==> config.mk <==
export PLATFORM = sky130hd
export DESIGN_NAME = mac_sequencer
export DESIGN_NICKNAME = d
export VERILOG_FILES = /design/src/rtl/mac_sequencer.sv
export SDC_FILE = /design/constraint.sdc
export NUM_CORES = 1
export LEC_CHECK = 0
export ABC_AREA = 0
export CORE_AREA = 2 2 104 106
export CTS_CLUSTER_SIZE = 20
export DETAILED_ROUTE_END_ITERATION = 8
export DIE_AREA = 0 0 106 108
export PLACE_DENSITY_LB_ADDON = 0.08
export SYNTH_ARGS = -nofsm -noshare
export SYNTH_HDL_FRONTEND = slang
export SYNTH_SLANG_ARGS = --single-unit
==> constraint.sdc <==
create_clock -name clk -period 3.3 [get_ports clk]
set_clock_uncertainty 0.1 [all_clocks]
set_input_delay 0.66 -clock clk [delete_from_list [all_inputs] [get_ports clk]]
set_output_delay 0.66 -clock clk [all_outputs]
set_load 0.05 [all_outputs]
==> src/rtl/mac_sequencer.sv <==
// Sequences one dot product of N_TERMS pairs into a DSP48A1 MAC, then scales/saturates data_p into result.
// Result valid 4+N_TERMS*(3+ISSUE_GAP)+MAC_LATENCY+1 cycles after start; held until result_ready. Define MAC_SEQUENCER_RELU_EN to clamp negatives to 0.
module mac_sequencer #(
    parameter int N_TERMS     = 784,
    parameter int X_ADDR_W    = 10,
    parameter int W_ADDR_W    = 14,
    parameter int OUT_W       = 18,
    parameter int FRAC_SHIFT  = 8,
    parameter int ISSUE_GAP   = 2,
    parameter int MAC_LATENCY = 3
) (
    input  logic                       clk,
    input  logic                       reset_n,
    input  logic                       start,
    input  logic [W_ADDR_W-1:0]        w_base,
    output logic                       busy,
    output logic                       x_rd_en,
    output logic [X_ADDR_W-1:0]        x_addr,
    input  logic [17:0]                x_data,
    output logic                       w_rd_en,
    output logic [W_ADDR_W-1:0]        w_addr,
    input  logic [17:0]                w_data,
    output logic                       mac_reset,
    output logic [17:0]                data_a,
    output logic [17:0]                data_b,
    output logic                       mac_start_operation,
    input  logic [47:0]                data_p,
    output logic signed [OUT_W-1:0]    result,
    output logic                       result_valid,
    input  logic                       result_ready
);

    if (N_TERMS < 1) begin : g_chk_terms
        $error("mac_sequencer: N_TERMS must be >= 1");
    end
    if (ISSUE_GAP < 1) begin : g_chk_gap
        $error("mac_sequencer: ISSUE_GAP must be >= 1");
    end
    if (OUT_W > 48 - FRAC_SHIFT) begin : g_chk_outw
        $error("mac_sequencer: OUT_W must be <= 48 - FRAC_SHIFT");
    end

    localparam int K_W      = (N_TERMS > 1) ? $clog2(N_TERMS) : 1;
    localparam int CNT_MAX0 = (ISSUE_GAP > 3) ? ISSUE_GAP : 3;
    localparam int CNT_MAX  = (MAC_LATENCY > CNT_MAX0) ? MAC_LATENCY : CNT_MAX0;
    localparam int CNT_W    = $clog2(CNT_MAX);

    localparam logic [K_W-1:0]   K_LAST     = K_W'(N_TERMS - 1);
    localparam logic [CNT_W-1:0] CLR_LAST   = CNT_W'(2);
    localparam logic [CNT_W-1:0] GAP_LAST   = CNT_W'(ISSUE_GAP - 1);
    localparam logic [CNT_W-1:0] DRAIN_LAST = CNT_W'((MAC_LATENCY > 0) ? MAC_LATENCY - 1 : 0);

    localparam logic signed [47:0] SAT_MAX = {{(48 - OUT_W + 1){1'b0}}, {(OUT_W - 1){1'b1}}};
    localparam logic signed [47:0] SAT_MIN = {{(48 - OUT_W + 1){1'b1}}, {(OUT_W - 1){1'b0}}};
    localparam logic signed [OUT_W-1:0] OUT_MAX = {1'b0, {(OUT_W - 1){1'b1}}};
    localparam logic signed [OUT_W-1:0] OUT_MIN = {1'b1, {(OUT_W - 1){1'b0}}};

    typedef enum logic [3:0] {
        S_IDLE,
        S_CLEAR,
        S_FETCH,
        S_LOAD,
        S_FIRE,
        S_HOLD,
        S_DRAIN,
        S_CAPTURE,
        S_OUT
    } state_t;

    state_t                   r_state;
    state_t                   w_state_nxt;
    logic [CNT_W-1:0]         r_cnt;
    logic [CNT_W-1:0]         w_cnt_nxt;
    logic [K_W-1:0]           r_k;
    logic [K_W-1:0]           w_k_nxt;
    logic [W_ADDR_W-1:0]      r_w_base;
    logic [17:0]              r_data_a;
    logic [17:0]              r_data_b;
    logic signed [OUT_W-1:0]  r_result;
    logic                     w_latch_base;
    logic                     w_load_ops;
    logic                     w_capture;

    logic signed [47:0]       w_shifted;
    logic signed [OUT_W-1:0]  w_sat;
    logic signed [OUT_W-1:0]  w_final;

    always_ff @(posedge clk or negedge reset_n) begin
        if (!reset_n) begin
            r_state  <= S_IDLE;
            r_cnt    <= '0;
            r_k      <= '0;
            r_w_base <= '0;
            r_data_a <= '0;
            r_data_b <= '0;
            r_result <= '0;
        end else begin
            r_state <= w_state_nxt;
            r_cnt   <= w_cnt_nxt;
            r_k     <= w_k_nxt;
            if (w_latch_base) begin
                r_w_base <= w_base;
            end
            if (w_load_ops) begin
                r_data_a <= x_data;
                r_data_b <= w_data;
            end
            if (w_capture) begin
                r_result <= w_final;
            end
        end
    end

    always_comb begin
        w_state_nxt  = r_state;
        w_cnt_nxt    = r_cnt;
        w_k_nxt      = r_k;
        w_latch_base = 1'b0;
        w_load_ops   = 1'b0;
        w_capture    = 1'b0;
        case (r_state)
            S_IDLE: begin
                if (start) begin
                    w_latch_base = 1'b1;
                    w_k_nxt      = '0;
                    w_cnt_nxt    = '0;
                    w_state_nxt  = S_CLEAR;
                end
            end
            S_CLEAR: begin
                if (r_cnt == CLR_LAST) begin
                    w_cnt_nxt   = '0;
                    w_state_nxt = S_FETCH;
                end else begin
                    w_cnt_nxt = r_cnt + CNT_W'(1);
                end
            end
            S_FETCH: begin
                w_state_nxt = S_LOAD;
            end
            S_LOAD: begin
                w_load_ops  = 1'b1;
                w_state_nxt = S_FIRE;
            end
            S_FIRE: begin
                w_cnt_nxt   = '0;
                w_state_nxt = S_HOLD;
            end
            S_HOLD: begin
                if (r_cnt == GAP_LAST) begin
                    w_cnt_nxt = '0;
                    if (r_k == K_LAST) begin
                        w_state_nxt = (MAC_LATENCY > 0) ? S_DRAIN : S_CAPTURE;
                    end else begin
                        w_k_nxt     = r_k + K_W'(1);
                        w_state_nxt = S_FETCH;
                    end
                end else begin
                    w_cnt_nxt = r_cnt + CNT_W'(1);
                end
            end
            S_DRAIN: begin
                if (r_cnt == DRAIN_LAST) begin
                    w_cnt_nxt   = '0;
                    w_state_nxt = S_CAPTURE;
                end else begin
                    w_cnt_nxt = r_cnt + CNT_W'(1);
                end
            end
            S_CAPTURE: begin
                w_capture   = 1'b1;
                w_state_nxt = S_OUT;
            end
            S_OUT: begin
                if (result_ready) begin
                    w_state_nxt = S_IDLE;
                end
            end
            default: begin
                w_state_nxt = S_IDLE;
            end
        endcase
    end

    // Scale, then clamp into the signed OUT_W range before truncating.
    assign w_shifted = $signed(data_p) >>> FRAC_SHIFT;

    always_comb begin
        w_sat = w_shifted[OUT_W-1:0];
        if (w_shifted > SAT_MAX) begin
            w_sat = OUT_MAX;
        end else if (w_shifted < SAT_MIN) begin
            w_sat = OUT_MIN;
        end
`ifdef MAC_SEQUENCER_RELU_EN
        w_final = w_sat[OUT_W-1] ? '0 : w_sat;
`else
        w_final = w_sat;
`endif
    end

    // MAC stays cleared while idle/reset; the last CLEAR cycle releases it so OPMODE can reload.
    assign mac_reset           = (r_state == S_IDLE) || ((r_state == S_CLEAR) && (r_cnt != CLR_LAST));
    assign busy                = (r_state != S_IDLE);
    assign x_rd_en             = (r_state == S_FETCH);
    assign w_rd_en             = (r_state == S_FETCH);
    assign x_addr              = X_ADDR_W'(r_k);
    assign w_addr              = r_w_base + W_ADDR_W'(r_k);
    assign data_a              = r_data_a;
    assign data_b              = r_data_b;
    assign mac_start_operation = (r_state == S_FIRE);
    assign result              = r_result;
    assign result_valid        = (r_state == S_OUT);

endmodule

**Word-level counts from Yosys, hierarchy flattened**

Index checks and enable logic that the tools add are counted.
W data, S select, Z words.

- Bits of input ports: 102
- Register bits: 84

- Equal/unequal tests: 18
- Add/subtract/negate cells: 3
- Reductions and logical operators: 10
- Multiplexer cells: 21
- Order comparisons: 2

Operators by type and width:

| cell | count |
|---|---|
| $gt A40 B18 Y1 const B | 1 |
| $lt A40 B18 Y1 const B | 1 |
| $mux W18 | 2 |
| $pmux W4 S9 | 1 |
| $mux W10 | 3 |
| $mux W4 | 5 |
| $pmux W10 S2 | 1 |
| $eq A4 B3 Y1 const B | 4 |
| $add A14 B10 Y14 | 1 |
| $ne A2 B2 Y1 const B | 6 |
| $add A10 B1 Y10 const B | 1 |
| $eq A10 B10 Y1 const B | 1 |
| $eq A4 B2 Y1 const B | 2 |
| $pmux W2 S4 | 1 |
| $reduce_bool A4 Y1 | 2 |
| $mux W2 | 3 |
| $reduce_and A5 Y1 | 1 |
| $eq A4 B1 Y1 const B | 1 |
| $eq A4 B4 Y1 const B | 1 |
| $logic_not A4 Y1 | 1 |
| $mux W1 | 4 |
| $reduce_and A4 Y1 | 1 |
| $mux W3 | 1 |
| $add A2 B1 Y2 const B | 1 |
| 8 further kinds | 8 |

**Longest topological paths before layout**

Gate-level depths: netlist (run 1).

- Word-level depth: 4
- Gate-level depth with buffers: 7

**Least setup slack after synthesis (run 1)**

OpenSTA, ideal clock, no wires.

- Path type: register -> output
- Start point: reg r_state[0]
- End point: out mac_reset
- Arrival: 3.131 ns
- Required time: 2.540 ns
- Setup slack: -0.591 ns
- Path buffers: 2
- Stages on the path, launching flop included: 4
- Path through: dfrtp_1 -> buf_2 -> clkbuf_1 -> a2111oi_0

- Cells in the longest elaborated chain, start to end: 3
- Elaborated cells on any way between the ends: 4
- Those cells by class: eq/ne: 1; reduce/logical: 3

Ends and longest elaborated chain:

| element | RTL line | text |
|---|---|---|
| start: declaration | 70 | `state_t r_state;` |
| start signal: assignment | 98 | `r_state <= w_state_nxt;` |
| $eq A4 B1 Y1 | 203 | `assign mac_reset = (r_state == S_IDLE) \|\| ((r_state == S_CLEAR) && (r_cnt != CLR_LAST));` |
| $logic_and A1 B1 Y1 | 203 |  |
| $logic_or A1 B1 Y1 * | 203 |  |
| end: declaration | 23 | `output logic mac_reset,` |

Every way passes the cells marked *; elsewhere a longest branch is shown, timed or not.

**Worst setup path in the final report (run 1)**

- Start point: reg r_k[6], in the netlist x_addr[6]
- End point: out w_addr[13]

- Cells in the longest elaborated chain, start to end: 1

Ends and longest elaborated chain:

| element | RTL line | text |
|---|---|---|
| start: declaration | 74 | `logic [K_W-1:0] r_k;` |
| start signal: assignment | 100 | `r_k <= w_k_nxt;` |
| $add A14 B10 Y14 | 208 | `assign w_addr = r_w_base + W_ADDR_W'(r_k);` |
| end: declaration | 21 | `output logic [W_ADDR_W-1:0] w_addr,` |

No other way between the ends.

==> results of run 1 <==
metal layers:
metal	GRT usage [%]	share of wire [%]	vias to the layer above
met1	24.1	40	1801
met2	33.2	50	127
li1	-	-	1831
met4	5.83	0.98	0
met3	7.23	9.0	11
met5	0	0	-
stage by stage:
stage	setup TNS (ps)	worst slack (ps)
6_report	0	125
5_1_grt	0	10.0
4_1_cts	0	9.56
3_5_place_dp	0	263
3_3_place_gp	0	292
2_1_floorplan	-209	-209
flip-flops by register name (all words and copies together) (netlist names):
name,flops
r_w_base,14
r_state,4
data_a,18
result,18
x_addr,10
r_cnt,2
data_b,18
report_power, final:
group	switching, uW	total (uW)	leakage [uW]	internal (uW)
Sequential	321	1810	0.00102	1490
Clock	401	685	0.0000868	284
Combinational	2610	4190	0.00169	1590
cells by family (layout without fill, tap and decap cells):
kind of cell | after synthesis | in the layout | synth area share (%)
and+or+nand+nor | 155 | 155 | 17.5
AOI/OAI and AO/OA | 90 | 90 | 13.2
DFF | 84 | 84 | 49.6
muxes | 41 | 41 | 10.8
buffers and inverters | 24 | 201 | 2.66
adders and majority gates | 12 | 12 | 3.72
xor gates and xnor gates | 12 | 12 | 2.48
area by class of cell:
type,instances,area (um^2),area share (%)
clock buffers,9,124,1.91
multi-input cells,310,2120,32.7
clock inverters,7,58.8,0.907
well taps,136,170,2.62
repair buffers,184,1900,29.3
flip-flops and latches,84,2100,32.4
inverters,1,3.75,0.0579
path summary, 6_finish.rpt:
kind                              from     endpoint  cells past startpoint
hold reg to reg            r_w_base[9]  r_w_base[9]                      2
hold / removal                 reset_n   result[10]                      1
setup reg to reg            r_state[0]    x_addr[9]                      5
min in group clk           r_w_base[9]  r_w_base[9]                      2
setup / recovery             x_addr[6]   w_addr[13]                      7
max in group asynchronous      reset_n    x_addr[6]                      1
what timing repair did:
item | 4_1_cts | 5_1_grt
pin swaps | 0 | 1
gates resized for setup | 4 | 11
hold buffers | 0 | 0
endpoints found under the setup margin | 6 | 7
cell usage in the layout (no fill, tap or decap), types with 3 or more instances in the layout:
master	n
inv_6	3
a221oi_1	3
a21o_1	5
o21a_1	5
and3_1	4
nor3_1	13
nor2_1	16
buf_12	8
nor4_1	7
ha_1	10
xor2_2	3
clkdlybuf4s50_1	164
o21ai_0	20
a21oi_1	25
dfrtp_1	83
clkbuf_8	9
xnor2_1	5
xor2_1	3
nand4_1	6
nand2b_1	5
nand3_1	7
buf_4	10
nand2_1	80
o21ai_1	9
a211oi_1	3
mux2_2	39
==> metrics.cfg, run 1 <==
[logic_synthesis]
synth_top_area_share_pct=49.6
synth.most_common_cell=dfrtp_1
synth-edff-count=0
ys_top_cells_by_area=dfrtp_1 50%, mux2_2 10%, nand2_1 7.1%, ha_1 3.3%, a21oi_1 3.2%
syn-instance-count=418
async_reset_ff_share_pct=100
syn_nets=532
ys.flop_type=dfrtp_1
synth_seq_cells=84
synth_commonest_cells=84 x dfrtp_1, 80 x nand2_1, 39 x mux2_2, 27 x a21oi_1, 21 x o21ai_0
avgSynthCellArea_um2=10.1
yosysWarnings=0
yosysSeqAreaShare_pct=49.6
synthDistinctLibCells=52
syn_area_um2=4230
yosysTopAreaCell=dfrtp_1

[floorplan]
io_pins=186
die_area_um2=11400
fp.coreArea_um2=10200
start_util_pct=41.4
dieWidth_um=106
chipHeight_um=108
row_count=37

[hold_path]
hp-class=in2async

[final_layout]
finish.instance_area_um2=6480
final_cells=731
area_growth_pct=53.1
nFillCells=856
antennaDiodeCount=0
nets=704
fin_util_pct=63.4
drive_gt1_share_pct=16.0

[sta]
slew_headroom_pct=29.4
whs_ps=374
post-route-period-util_pct=96.2
finalHoldViolCount=0
rsz0062_at_grt=false
setup_viol=0
drv_slew=0
fin_crit_ps=3170
fmaxAchievable_mhz=315
tightest_slew_ps=1060

[route]
post_drt_wl_per_cell_um=15.2
drtAntennaViolNets=0
drc=0
dr.pass1.iters=5
first_iter_violations=122
wirelength_mm=11.1
vias=3770
vias_per_cell=5.16

[outcome]
status=complete, no violations

[power]
cellPowerDensity_nw_per_um2=1030
p_leak_uw=0.00280
totalPowerFinal_uw=6690
peakVddDrop_mv=0.634

[critical_path]
startpoint_type=flop
cp.required_ps=2540
end_kind=primary output
cp.arrival_ps=2410
path_buf_inv=1
reg2reg_slack_ps=1200
path_class=reg2out
crit_path_cell_trace=ha_4 -> a211o_1 -> o221a_2 -> o31ai_4 -> a211oi_2 -> xor2_2 -> buf_12
critical-path-top-delay-family=compound AO/OA/AOI/OAI gates
critPathMaxStageDelay_ps=480
path_max_fanout=7
cp_slowest_cell=dfrtp_2

[global_route]
grt_util_all_layers_pct=19.8
grt_max_degree=85
grt_pass1_wl_mm=18.0
first_global_vias=3777
antenna_found_initial=0
overflow=0

[clock_tree]
htreeDepth=3
clockBufferDepth=2
cts.sink_count=84
root_buffer=clkbuf_8
post_cts_buffers=0
clk_pin_slew_ps=90
numCtsBuffers=9
cts_tree=built
clk_latency_ps=350

[placed_design]
dpl.cell_count=715
dpl.hpwl_mm=8.27
gp_congestion=0.863
postPlaceCellArea_um2=6230
portBuffers=177

[flow_run]
cap_violations=0

(Power assumes the default switching activity.)
==> run 2, diff against run 1 <==
--- a/config.mk
+++ b/config.mk
@@ -7,7 +7,6 @@
 export LEC_CHECK = 0
 export ABC_AREA = 0
 export CORE_AREA = 2 2 104 106
-export CTS_CLUSTER_SIZE = 20
 export DETAILED_ROUTE_END_ITERATION = 8
 export DIE_AREA = 0 0 106 108
 export PLACE_DENSITY_LB_ADDON = 0.08
==> results of run 2 <==
Same layout as run 1: the final DEF is identical, and so are final timing and power.
==> variant 1 (settings of run 2) <==
Take the reset off `r_k` and load it in a clocked block of its own.
--- a/src/rtl/mac_sequencer.sv
+++ b/src/rtl/mac_sequencer.sv
@@ -89,7 +89,6 @@
         if (!reset_n) begin
             r_state  <= S_IDLE;
             r_cnt    <= '0;
-            r_k      <= '0;
             r_w_base <= '0;
             r_data_a <= '0;
             r_data_b <= '0;
@@ -97,7 +96,6 @@
         end else begin
             r_state <= w_state_nxt;
             r_cnt   <= w_cnt_nxt;
-            r_k     <= w_k_nxt;
             if (w_latch_base) begin
                 r_w_base <= w_base;
             end
@@ -109,6 +107,10 @@
                 r_result <= w_final;
             end
         end
+    end
+
+    always_ff @(posedge clk) begin
+        r_k <= w_k_nxt;
     end
 
     always_comb begin
Behaviour: differs if reset_n is asserted again (counterexample within 10 cycles, from zero or initial values and one cycle with reset_n low); with reset_n held inactive, the same outputs for 10 cycles.
==> variant 1 against run 2 <==
The flow now finishes with violations (setup timing). Sequential cell count did not move. Register-to-register slack worse by 280 ps. Power grew 20%. Area after synthesis is essentially flat. Critical path depth stayed put. Wire length up 1.8%. Worst setup slack got worse by 130 ps. Final area up 2.5%. Count of clock-buffer cells in the layout did not move. Critical endpoint unchanged. Largest power group unchanged.
==> variant 1: results (changes against run 2) <==
metric;value;unit;change
switching power summed over all nets;3.94;mW;was 3.33 mW
crit-path max FO;6;;was 7
length of routed wiring on met1;4550;µm;was 4480 µm
Worst setup startpoint;x_addr[3];;was x_addr[6]
final setup fails;1;;was 0
proportion of synthesized area in mux cells;0.136;;was 0.108
Overall Global Routing Usage;0.199;;was 0.198
outcome;finished with violations;;was finished, final reports clean
routed wire length on met3;813;µm;was 998 µm
DRC marker count from the first detailed-route iteration;130;;was 122
depth of the most critical reg-to-reg path;4;;was 5
maximum number of pins on one net before global-route repair;75;;was 85
arithmetic-cell share of the synthesized area counting full adders, half adders and majority gates;0.0372;;about the same
met1 track demand over resource in global routing;0.235;;was 0.241
Post-synth EDFFs;10;;was 0
power attributed to combinational cells;5.45;mW;was 4.19 mW
global routing usage on met3;0.0633;;was 0.0723
cells resized by post-CTS repair;13;;was 4
wire length on met2;5850;µm;was 5520 µm
FILL cells;843;;was 856
ranking of synthesized cells by area;sky130_fd_sc_hd__dfrtp_1 (44%), sky130_fd_sc_hd__mux2_2 (14%), sky130_fd_sc_hd__edfxtp_1 (7.1%), sky130_fd_sc_hd__a21oi_1 (3.3%), sky130_fd_sc_hd__ha_1 (3.2%);;was sky130_fd_sc_hd__dfrtp_1 (50%), sky130_fd_sc_hd__mux2_2 (10%), sky130_fd_sc_hd__nand2_1 (7.1%), sky130_fd_sc_hd__ha_1 (3.3%), sky130_fd_sc_hd__a21oi_1 (3.2%)
final hold slack;361;ps;was 374 ps
wire length of the first global-routing pass;18100;µm;was 18000 µm
share of the synthesized area in compound gates (AO/OA/AOI/OAI);0.114;;was 0.132
Seq/Total Area, Yosys;0.508;;was 0.496
buffers inserted by post-CTS timing repair;1;;was 0
Setup WS post-layout;-2.69;ps;was 125 ps
data arrival time of the critical path;2540;ps;was 2410 ps
violated checks;setup timing;;
iteration count of the initial detailed-routing pass;4;;was 5
-- variant 1: cell count changes in the layout (fill, tap and decap cells not counted), sizes merged, moves of 9 or more --
cell,run 2,this run
dfrtp,84,74
nor2,17,28
mux2,39,51
nor3,14,5
edfxtp,0,10
nand2,80,35
buf,18,29
-- variant 1: per-stage QoR --
stage	setup TNS, ps	cell area (µm²)	util	std cells	power (mW)
2_1_floorplan	-238	4280	-	389	5.17
5_1_grt	-205	6650	0.650	717	8.42
6_report	-2.69	6650	0.650	717	8.02
4_1_cts	-9.67	6600	0.645	713	8.03
3_3_place_gp	0	6320	0.618	696	7.08
3_5_place_dp	0	6320	0.618	696	7.16
-- variant 1: cell type report --
type | count | share of cell area
clock inverters | 7 | 0.0113
well taps | 136 | 0.0256
flip-flops and latches | 84 | 0.324
clock buffers | 9 | 0.0186
repair buffers | 195 | 0.300
multi-input cells | 283 | 0.319
inverters | 3 | 0.00169
==> variant 2 (flow settings as in run 2) <==
Without the edit above. Change the parameter `MAC_LATENCY` from 3 to 6. Comments in the files are not updated.
--- a/src/rtl/mac_sequencer.sv
+++ b/src/rtl/mac_sequencer.sv
@@ -7,7 +7,7 @@
     parameter int OUT_W       = 18,
     parameter int FRAC_SHIFT  = 8,
     parameter int ISSUE_GAP   = 2,
-    parameter int MAC_LATENCY = 3
+    parameter int MAC_LATENCY = 6
 ) (
     input  logic                       clk,
     input  logic                       reset_n,
Formal check against the unedited RTL: no difference found for any inputs over 10 cycles, from zero or initial values and one cycle with reset_n low; that may be too few to reach the edited logic, so the function may still have changed.
==> variant 2 against run 2 <==
Worst setup slack got worse by 95 ps. Final area rose by 1.3%. Global-route usage fell by 0.39 points. Largest cell class is now registers. Count of clock-buffer cells in the layout rose by 1. Sequential cell count rose by 1. Area after synthesis barely moved. Register-to-register slack got worse by 250 ps. Wire length fell by 0.62%. Core utilization rose by 0.81 points. First-iteration DRC count rose by 39%. Highest routed layer unchanged. Critical path type unchanged. Sequential power rose by 4%. Power rose by 11%.
==> variant 2: results (changes against run 2) <==
metric;value;unit;change
FILL cells;849;;was 856
Setup WS post-layout;30.7;ps;was 125 ps
met1 track demand over resource in global routing;0.236;;was 0.241
reg2reg setup slack;950;ps;was 1200 ps
pre-CTS setup slack;45.0;ps;was 263 ps
placer congestion estimate;0.803;;was 0.863
Syn Nets;506;;was 532
count of placed standard cells in the final layout, fillers left out;715;;was 731
Worst Max-Slew Pin Slew;774;ps;was 1060 ps
Worst setup startpoint;x_addr[0];;was x_addr[6]
leakage;2.73;nW;was 2.80 nW
ranking of synthesized cells by area;sky130_fd_sc_hd__dfrtp_1 (50%), sky130_fd_sc_hd__mux2_2 (14%), sky130_fd_sc_hd__a21oi_1 (4.0%), sky130_fd_sc_hd__nand2_1 (3.6%), sky130_fd_sc_hd__ha_1 (3.3%);;was sky130_fd_sc_hd__dfrtp_1 (50%), sky130_fd_sc_hd__mux2_2 (10%), sky130_fd_sc_hd__nand2_1 (7.1%), sky130_fd_sc_hd__ha_1 (3.3%), sky130_fd_sc_hd__a21oi_1 (3.2%)
DRC marker count from the first detailed-route iteration;170;;was 122
vias in the first global route;3760;;was 3777
wire length on met2;5470;µm;was 5520 µm
met2 capacity usage during global routing;0.330;;was 0.332
share of post-route cells with drive strength above 1;0.193;;was 0.160
power density normalized to cell area;1130;nW/µm²;was 1030 nW/µm²
final hold slack;281;ps;was 374 ps
length of routed wiring on met1;4610;µm;was 4480 µm
biggest cell delay along the critical path;440;ps;was 480 ps
synth cell count leaders;sky130_fd_sc_hd__dfrtp_1 (85), sky130_fd_sc_hd__mux2_2 (52), sky130_fd_sc_hd__nand2_1 (41), sky130_fd_sc_hd__a21oi_1 (34), sky130_fd_sc_hd__nor2_1 (26);;was sky130_fd_sc_hd__dfrtp_1 (84), sky130_fd_sc_hd__nand2_1 (80), sky130_fd_sc_hd__mux2_2 (39), sky130_fd_sc_hd__a21oi_1 (27), sky130_fd_sc_hd__o21ai_0 (21)
Cell Count Post-Placement;698;;was 715
total via count in the routed design;3646;;was 3770
count of distinct cell types in the synthesized netlist;50;;was 52
internal power;3.73;mW;was 3.36 mW
Clk Tree Root Cell;sky130_fd_sc_hd__clkbuf_8;;unchanged
crit-path max FO;3;;was 7
iteration count of the initial detailed-routing pass;4;;was 5
outcome;finished, final reports clean;;unchanged
worst supply voltage drop on vdd;683;µV;was 634 µV
total cell area at the placement stage;6270;µm²;was 6230 µm²
number of nets in the final layout;688;;was 704
total detailed-routing wirelength;11000;µm;was 11100 µm
maximum number of pins on one net before global-route repair;60;;was 85
routed wire length on met3;828;µm;was 998 µm
Final HPWL DP;8450;µm;was 8270 µm
Overall Global Routing Usage;0.194;;was 0.198
-- variant 2: logic make-up after synthesis --
group / share of synthesized area
xor+xnor: 0.0269
simple gates: 0.137
compound gates: 0.132
fa+ha+maj: 0.0372
buf+inv: 0.0228
flops: 0.503
mux: 0.141
-- variant 2: worst max path at each step --
| stage | to | depth (start not counted) |
|---|---|---|
| detailed placement | w_addr[12] | 9 |
| floorplan | w_addr[11] | 6 |
| global route | w_addr[12] | 9 |
| CTS | w_addr[11] | 8 |
| global placement | w_addr[12] | 9 |
| finish | w_addr[12] | 9 |
-- variant 2: worst reg2reg max path, stage by stage, from the launching register on --
cell and delay (ps):
sky130_fd_sc_hd__dfrtp_2 440, sky130_fd_sc_hd__buf_4 140, sky130_fd_sc_hd__buf_4 140, sky130_fd_sc_hd__ha_1 210
sky130_fd_sc_hd__and3_1 250, sky130_fd_sc_hd__a311oi_4 470, sky130_fd_sc_hd__nor2_2 180, sky130_fd_sc_hd__mux2_2 310
-- variant 2: power groups by stage --
stage | clock network, mW | logic (mW) | registers (mW)
after floorplan | 0 | 1.84 | 3.08
after global placement | 0 | 4.65 | 1.87
after detailed placement | 0 | 4.71 | 1.90
after CTS | 0.789 | 4.74 | 1.88
after global routing | 0.834 | 5.02 | 1.96
final | 0.762 | 4.76 | 1.88
-- variant 2: cell type report --
cell class / count / area share
inverters: 2 / 0.00114
clock buffers: 10 / 0.0210
clock inverters: 6 / 0.0105
flip-flops and latches: 85 / 0.324
multi-input cells: 288 / 0.322
repair buffers: 188 / 0.295
well taps: 136 / 0.0259
-- variant 2: timing repair --
action                                  CTS  global route
setup buffers                             1             0
endpoints found under the setup margin    6             5
hold buffers                              0             0
pin swaps                                 3             1
resized for setup                         8            13
gates cloned                              0             0
